**src/rtl/produce_sensor_qualifier_if.sv**
```systemverilog
// Sample/flag handshake bundle for produce_sensor_qualifier.
// slave = qualifier side, master = sensor front-end / grader side.
interface produce_sensor_qualifier_if #(
  parameter int unsigned DATA_W = 8
);
  logic              sample_valid_i;
  logic [DATA_W-1:0] weight_raw_i;
  logic [DATA_W-1:0] size_raw_i;
  logic [DATA_W-1:0] color_raw_i;
  logic              flags_ready_i;
  logic              flags_valid_o;
  logic              weight_ok_o;
  logic              size_ok_o;
  logic              color_ok_o;

  modport master (
    output sample_valid_i, weight_raw_i, size_raw_i, color_raw_i, flags_ready_i,
    input  flags_valid_o, weight_ok_o, size_ok_o, color_ok_o
  );

  modport slave (
    input  sample_valid_i, weight_raw_i, size_raw_i, color_raw_i, flags_ready_i,
    output flags_valid_o, weight_ok_o, size_ok_o, color_ok_o
  );
endinterface

```
**src/rtl/produce_sensor_qualifier.sv**
```systemverilog
// Averages a burst of 2^AVG_LOG2 weight/size/colour samples and presents threshold
// flags through a valid/ready handshake. Optional ITEM_COUNT_EN adds item_count_o.
module produce_sensor_qualifier #(
  parameter int unsigned DATA_W     = 8,
  parameter int unsigned AVG_LOG2   = 2,
  parameter int unsigned WEIGHT_MIN = 100,
  parameter int unsigned WEIGHT_MAX = 200,
  parameter int unsigned SIZE_MIN   = 50,
  parameter int unsigned COLOR_MIN  = 128,
  parameter int unsigned TIMEOUT    = 16
) (
  input  logic                         clk,
  input  logic                         rst,
  produce_sensor_qualifier_if.slave    bus,
  output logic                         busy_o,
  output logic                         overrun_o,
  output logic                         timeout_o
`ifdef ITEM_COUNT_EN
  ,
  output logic [15:0]                  item_count_o
`endif
);

  localparam int unsigned SUM_W  = DATA_W + AVG_LOG2;
  localparam int unsigned CNT_W  = AVG_LOG2 + 1;
  localparam int unsigned IDLE_W = $clog2(TIMEOUT + 1);

  localparam logic [CNT_W-1:0]  BURST_LEN = CNT_W'(1) << AVG_LOG2;
  localparam logic [IDLE_W-1:0] IDLE_LAST = IDLE_W'(TIMEOUT - 1);
  localparam logic [DATA_W-1:0] W_MIN     = DATA_W'(WEIGHT_MIN);
  localparam logic [DATA_W-1:0] W_MAX     = DATA_W'(WEIGHT_MAX);
  localparam logic [DATA_W-1:0] S_MIN     = DATA_W'(SIZE_MIN);
  localparam logic [DATA_W-1:0] C_MIN     = DATA_W'(COLOR_MIN);

  typedef enum logic [1:0] {
    S_IDLE,
    S_ACCUM,
    S_COMPARE,
    S_HOLD
  } state_t;

  state_t              state_q, state_d;
  logic [SUM_W-1:0]    weight_sum_q, weight_sum_d;
  logic [SUM_W-1:0]    size_sum_q, size_sum_d;
  logic [SUM_W-1:0]    color_sum_q, color_sum_d;
  logic [CNT_W-1:0]    count_q, count_d;
  logic [IDLE_W-1:0]   idle_cnt_q, idle_cnt_d;
  logic                flags_valid_q, flags_valid_d;
  logic                weight_ok_q, weight_ok_d;
  logic                size_ok_q, size_ok_d;
  logic                color_ok_q, color_ok_d;
  logic                busy_q, busy_d;
  logic                overrun_q, overrun_d;
  logic                timeout_q, timeout_d;
`ifdef ITEM_COUNT_EN
  logic [15:0]         item_count_q, item_count_d;
`endif

  // Truncating average: the top DATA_W bits of each accumulator.
  logic [DATA_W-1:0] weight_avg, size_avg, color_avg;
  assign weight_avg = weight_sum_q[SUM_W-1:AVG_LOG2];
  assign size_avg   = size_sum_q[SUM_W-1:AVG_LOG2];
  assign color_avg  = color_sum_q[SUM_W-1:AVG_LOG2];

  always_comb begin
    state_d       = state_q;
    weight_sum_d  = weight_sum_q;
    size_sum_d    = size_sum_q;
    color_sum_d   = color_sum_q;
    count_d       = count_q;
    idle_cnt_d    = idle_cnt_q;
    flags_valid_d = flags_valid_q;
    weight_ok_d   = weight_ok_q;
    size_ok_d     = size_ok_q;
    color_ok_d    = color_ok_q;
    overrun_d     = overrun_q;
    timeout_d     = 1'b0;
`ifdef ITEM_COUNT_EN
    item_count_d  = item_count_q;
`endif

    unique case (state_q)
      S_IDLE: begin
        if (bus.sample_valid_i) begin
          weight_sum_d = SUM_W'(bus.weight_raw_i);
          size_sum_d   = SUM_W'(bus.size_raw_i);
          color_sum_d  = SUM_W'(bus.color_raw_i);
          count_d      = CNT_W'(1);
          idle_cnt_d   = '0;
          state_d      = (BURST_LEN == CNT_W'(1)) ? S_COMPARE : S_ACCUM;
        end
      end
      S_ACCUM: begin
        if (bus.sample_valid_i) begin
          weight_sum_d = weight_sum_q + SUM_W'(bus.weight_raw_i);
          size_sum_d   = size_sum_q + SUM_W'(bus.size_raw_i);
          color_sum_d  = color_sum_q + SUM_W'(bus.color_raw_i);
          count_d      = count_q + CNT_W'(1);
          idle_cnt_d   = '0;
          if (count_d == BURST_LEN) state_d = S_COMPARE;
        end else if (idle_cnt_q == IDLE_LAST) begin
          // Abandon the partial burst; flags from the last item are kept.
          timeout_d    = 1'b1;
          weight_sum_d = '0;
          size_sum_d   = '0;
          color_sum_d  = '0;
          count_d      = '0;
          idle_cnt_d   = '0;
          state_d      = S_IDLE;
        end else begin
          idle_cnt_d   = idle_cnt_q + IDLE_W'(1);
        end
      end
      S_COMPARE: begin
        weight_ok_d   = (weight_avg >= W_MIN) && (weight_avg <= W_MAX);
        size_ok_d     = (size_avg >= S_MIN);
        color_ok_d    = (color_avg >= C_MIN);
        flags_valid_d = 1'b1;
        state_d       = S_HOLD;
        if (bus.sample_valid_i) overrun_d = 1'b1;
      end
      S_HOLD: begin
        if (bus.sample_valid_i) overrun_d = 1'b1;
        if (bus.flags_ready_i) begin
          flags_valid_d = 1'b0;
          count_d       = '0;
          state_d       = S_IDLE;
`ifdef ITEM_COUNT_EN
          item_count_d  = item_count_q + 16'd1;
`endif
        end
      end
      default: state_d = S_IDLE;
    endcase

    busy_d = (state_d != S_IDLE);
  end

  always_ff @(posedge clk) begin
    if (rst) begin
      state_q       <= S_IDLE;
      weight_sum_q  <= '0;
      size_sum_q    <= '0;
      color_sum_q   <= '0;
      count_q       <= '0;
      idle_cnt_q    <= '0;
      flags_valid_q <= 1'b0;
      weight_ok_q   <= 1'b0;
      size_ok_q     <= 1'b0;
      color_ok_q    <= 1'b0;
      busy_q        <= 1'b0;
      overrun_q     <= 1'b0;
      timeout_q     <= 1'b0;
`ifdef ITEM_COUNT_EN
      item_count_q  <= '0;
`endif
    end else begin
      state_q       <= state_d;
      weight_sum_q  <= weight_sum_d;
      size_sum_q    <= size_sum_d;
      color_sum_q   <= color_sum_d;
      count_q       <= count_d;
      idle_cnt_q    <= idle_cnt_d;
      flags_valid_q <= flags_valid_d;
      weight_ok_q   <= weight_ok_d;
      size_ok_q     <= size_ok_d;
      color_ok_q    <= color_ok_d;
      busy_q        <= busy_d;
      overrun_q     <= overrun_d;
      timeout_q     <= timeout_d;
`ifdef ITEM_COUNT_EN
      item_count_q  <= item_count_d;
`endif
    end
  end

  assign bus.flags_valid_o = flags_valid_q;
  assign bus.weight_ok_o   = weight_ok_q;
  assign bus.size_ok_o     = size_ok_q;
  assign bus.color_ok_o    = color_ok_q;
  assign busy_o            = busy_q;
  assign overrun_o         = overrun_q;
  assign timeout_o         = timeout_q;
`ifdef ITEM_COUNT_EN
  assign item_count_o      = item_count_q;
`endif

endmodule

```
**src/flat_wrapper.sv**
```systemverilog
// flat-port wrapper written by rule: the top's interface ports become plain ports
module produce_sensor_qualifier_flat 
#(
  parameter int unsigned DATA_W     = 8,
  parameter int unsigned AVG_LOG2   = 2,
  parameter int unsigned WEIGHT_MIN = 100,
  parameter int unsigned WEIGHT_MAX = 200,
  parameter int unsigned SIZE_MIN   = 50,
  parameter int unsigned COLOR_MIN  = 128,
  parameter int unsigned TIMEOUT    = 16
)
  (clk, rst, busy_o, overrun_o, timeout_o, bus_sample_valid_i, bus_weight_raw_i, bus_size_raw_i, bus_color_raw_i, bus_flags_ready_i, bus_flags_valid_o, bus_weight_ok_o, bus_size_ok_o, bus_color_ok_o);
  produce_sensor_qualifier_if #(.DATA_W(DATA_W)) bus_i ();
  input  logic clk;
  input  logic rst;
  output logic busy_o;
  output logic overrun_o;
  output logic timeout_o;
  input wire logic [$bits(bus_i.sample_valid_i)-1:0] bus_sample_valid_i;
  input wire logic [$bits(bus_i.weight_raw_i)-1:0] bus_weight_raw_i;
  input wire logic [$bits(bus_i.size_raw_i)-1:0] bus_size_raw_i;
  input wire logic [$bits(bus_i.color_raw_i)-1:0] bus_color_raw_i;
  input wire logic [$bits(bus_i.flags_ready_i)-1:0] bus_flags_ready_i;
  output wire logic [$bits(bus_i.flags_valid_o)-1:0] bus_flags_valid_o;
  output wire logic [$bits(bus_i.weight_ok_o)-1:0] bus_weight_ok_o;
  output wire logic [$bits(bus_i.size_ok_o)-1:0] bus_size_ok_o;
  output wire logic [$bits(bus_i.color_ok_o)-1:0] bus_color_ok_o;
  assign bus_i.sample_valid_i = bus_sample_valid_i;
  assign bus_i.weight_raw_i = bus_weight_raw_i;
  assign bus_i.size_raw_i = bus_size_raw_i;
  assign bus_i.color_raw_i = bus_color_raw_i;
  assign bus_i.flags_ready_i = bus_flags_ready_i;
  assign bus_flags_valid_o = bus_i.flags_valid_o;
  assign bus_weight_ok_o = bus_i.weight_ok_o;
  assign bus_size_ok_o = bus_i.size_ok_o;
  assign bus_color_ok_o = bus_i.color_ok_o;
  produce_sensor_qualifier #(.DATA_W(DATA_W), .AVG_LOG2(AVG_LOG2), .WEIGHT_MIN(WEIGHT_MIN), .WEIGHT_MAX(WEIGHT_MAX), .SIZE_MIN(SIZE_MIN), .COLOR_MIN(COLOR_MIN), .TIMEOUT(TIMEOUT)) u_core (.clk(clk), .rst(rst), .bus(bus_i), .busy_o(busy_o), .overrun_o(overrun_o), .timeout_o(timeout_o));
endmodule
```
**config.mk**
```make
export PLATFORM = sky130hd
export DESIGN_NAME = produce_sensor_qualifier_flat
export DESIGN_NICKNAME = d
export VERILOG_FILES = /design/src/rtl/produce_sensor_qualifier_if.sv /design/src/rtl/produce_sensor_qualifier.sv /design/src/flat_wrapper.sv
export SDC_FILE = /design/constraint.sdc
export NUM_CORES = 1
export LEC_CHECK = 0
export BUFFER_PORTS_ARGS = -buffer_cell sky130_fd_sc_hd__buf_2
export CELL_PAD_IN_SITES_DETAIL_PLACEMENT = 1
export CELL_PAD_IN_SITES_GLOBAL_PLACEMENT = 2
export CORE_AREA = 4 4 112 114
export DETAILED_ROUTE_END_ITERATION = 6
export DIE_AREA = 0 0 116 118
export GPL_TIMING_DRIVEN = 0
export PLACE_DENSITY_LB_ADDON = 0.1
export SYNTH_ARGS = -nofsm -noshare
export SYNTH_HDL_FRONTEND = slang
export SYNTH_SLANG_ARGS = --single-unit
```
**constraint.sdc**
```tcl
create_clock -name clk -period 6 [get_ports clk]
set_input_delay 1.2 -clock clk [delete_from_list [all_inputs] [get_ports clk]]
set_output_delay 1.2 -clock clk [all_outputs]
set_load 0.005 [all_outputs]
```
==> metrics.md <==
| Metric | Value |
|---|---|
| Dpl cells | 592 |
| P&R area growth vs syn | 15.8% |
| Synth top area cells | dfxtp_1 (28%), ha_1 (9.9%), o21ai_0 (5.3%) |
| Largest family of logic cells by synthesized area | compound AO/OA/AOI/OAI gates |
| Post-synth top area share | 27.7% |
| VDD IR max | 105 µV |
| CP startpoint kind | input pin |
| TritonCTS clock tree | done |
| Maximum clock frequency | 366 MHz |
| Critical Path Max Stage Delay | 560 ps |
| Max Cap Viol | 0 |
| Worst endpoint required time | 6230 ps |
| Post-synthesis compound-gate area fraction | 33.0% |
| Global-route wire length before repair | 19.5 mm |
| Worst slew pin tran | 844 ps |
| Ant diodes | 0 |
| Root buffer cell | clkbuf_16 |
| Synth Area in Adders | 11.7% |
| Final period util | 45.6% |
| Initial Util | 29.8% |
| Crit Path Class | input pin to flip-flop |
| Switching Share | 30.7% |
| Layout cell share with drive strength beyond 1 | 13.6% |
| Clk_skew | 12.8 ps |
| Synth area leader | dfxtp_1 |
| # rows | 39 |
| Post-route insts no fill | 600 |
| Drt pass-1 iters | 4 |
| CORE AREA | 11400 µm² |
| Main synth FF type | dfxtp_1 |
| Hold Buf Count CTS | 0 |
| Crit end category | flip-flop |
| Vias | 3362 |
| EDFF count, synth | 0 |
| WP data arrival | 2970 ps |
| Max-slew violations | 0 |
| Slowest-stage cell, CP | nor2_1 |
| Cell area after layout | 3930 µm² |
| Most common cell on crit path | buf_2 |
| Initial antenna violation count | 0 |
| TNS Setup | 0 ps |
| Unrepaired setup endpoints after global routing | false |
| Die footprint | 13700 µm² |
| # DRC | 0 |
| Avg Synthesized Cell Area | 8.15 µm² |
| Crit-path cells | buf_2 -> inv_1 -> nor2_1 -> buf_2 -> a32oi_1 -> a21oi_1 |
| Die height | 118 µm |
| PD cells | 245 nW/µm² |
| Fin nets | 514 |
| Total Power | 0.000964 W |
| Post-Route WL | 12.2 mm |
| Total grt overflow | 0 |
| Clk pwr share | 39.7% |
| Routability congestion estimate | 0.767 |
| Yosys cell types | 69 |
| Logic pwr share | 23.9% |
| #FFs+latches synth | 47 |
| DP Worst Slack | 2900 ps |
| Final min period | 2730 ps |
| Vias/cell | 5.60 |
| Post-Synth Simple-Gate Area | 18.0% |
| Hpwl dp | 8.93 mm |
| Skew-Pair Late Insertion Delay | 300 ps |
| Sequential area share after synthesis | 27.7% |
| Clock buffer count from CTS | 5 |
| Outcome | finished clean |
| CTS clk-pin slew, worst paths | 80 ps |
| Number of routed nets with antenna violations | 0 |
| P_sw | 0.000296 W |
| Max-slew headroom | 43.8% |
| H-tree Lvls | 2 |
| Post-synthesis cell area | 3400 µm² |
| DRT iter0 DRCs | 165 |
| # setup viols final | 0 |
| Area share of xor/xnor cells in the synthesized design | 1.55% |
| Wire per inst | 20.3 µm |
| Top Family by Delay on Critical Path | buffers and inverters |
| Sequential Power Share | 36.4% |
| Clock sinks | 47 |
| Placed cell areas | 3740 µm² |
| Post-synth ARST share | 0% |
| CTS max path bufs | 2 |
| Count leader, synth | dfxtp_1 |
| Mux share of post-synthesis cell area | 2.06% |
| Vias in the first global route | 3553 |
| Worst Hold Class | flip-flop to flip-flop |
| Top cells by count, synth | dfxtp_1 (47), nor2_1 (37), o21ai_0 (36) |
| Crit path max fanout | 10 |
| All-Layer GR Usage | 18.2% |
| Internal power | 0.000668 W |
| Mapped Cells | 417 |
| Port-buffer cells | 32 |
| Leak | 1.64 nW |
| Chip width | 116 µm |
| Pin count of the biggest net entering global routing | 17 |
| Post-CTS Setup Repair Bufs | 0 |
| Final hold violation count | 0 |
| Final critical-path setup slack | 3270 ps |
| Syn. warnings | 0 |
| I/O pin cnt | 35 |
| Syn Nets | 475 |
| Post-CTS sizing | 0 |
| CP Buf/Inv Count | 3 |
## per-layer routing
layer	global-route usage, %	vias up	routed length, µm
met2	29.2	41	5760
met4	3.84	0	87
met3	2.83	9	437
met5	0	-	0
met1	25.7	1652	5920
li1	-	1660	-
## path summary, 6_finish.rpt
kind	slack (ps)	endpoint	startpoint	cells past startpoint
worst max-delay path	3270	u_core.size_sum_q[4]	bus_sample_valid_i	6
worst min-delay path	470	u_core.color_sum_q[9]	u_core.color_sum_q[9]	2
worst max register to register	3930	u_core.size_sum_q[6]	u_core.size_sum_q[0]	8
worst min register to register	470	u_core.color_sum_q[9]	u_core.color_sum_q[9]	2
## registers in the layout, indices dropped and copies added (netlist names), 2 cells and up
name / count
u_core.weight_sum_q: 10
u_core.count_q: 3
u_core.size_sum_q: 10
u_core.color_sum_q: 10
u_core.state_q: 2
u_core.idle_cnt_q: 5
## power by group through the flow
stage / sequential [W] / combinational (W) / clock (W)
6_report: 0.000351 / 0.000230 / 0.000383
5_1_grt: 0.000354 / 0.000259 / 0.000411
4_1_cts: 0.000351 / 0.000232 / 0.000396
3_5_place_dp: 0.000358 / 0.000230 / 0
3_3_place_gp: 0.000357 / 0.000226 / 0
2_1_floorplan: 0.000352 / 0.000164 / 0
## through the flow
stage | hold slack (ps) | util, %
2_1_floorplan | 442 | -
3_3_place_gp | 448 | 32.7
3_5_place_dp | 460 | 32.7
4_1_cts | 473 | 34.5
5_1_grt | 517 | 34.5
6_report | 472 | 34.5
## cell type report
class | instances | area [µm²]
Clock buffer | 5 | 125
Clock inverter | 3 | 71.3
Buffer | 24 | 123
Fill cell | 1400 | 7480
Multi-Input combinational cell | 324 | 2250
Inverter | 22 | 82.6
Tap cell | 143 | 179
Sequential cell | 47 | 941
Timing Repair Buffer | 32 | 160
## logic make-up (layout without fill, tap and decap cells)
kind of cell	count (synthesis)	count (layout)
xor gates and xnor gates	6	6
and+or+nand+nor	118	118
AOI/OAI and AO/OA	163	163
DFF	47	47
adders and majority gates	30	30
muxes	7	7
buffers and inverters	46	86
## worst reg2reg max path, delay by kind of cell, from the launching register on
family,cells,cell delay (ps)
adders and majority gates,2,610
DFF,1,340
and+or+nand+nor,1,170
buffers and inverters,1,70
AOI/OAI and AO/OA,4,750
## cells in the final DEF, fill, tap and decap left out, types with 11 or more instances in the layout
cell       n
nor2_1    37
inv_1     22
clkbuf_1  13
o21ai_0   36
dfxtp_1   47
ha_1      27
buf_2     37
nand2_1   21
a21oi_1   34
nand3_1   11
a31oi_1   12
Power figures use the tool's default switching activity.
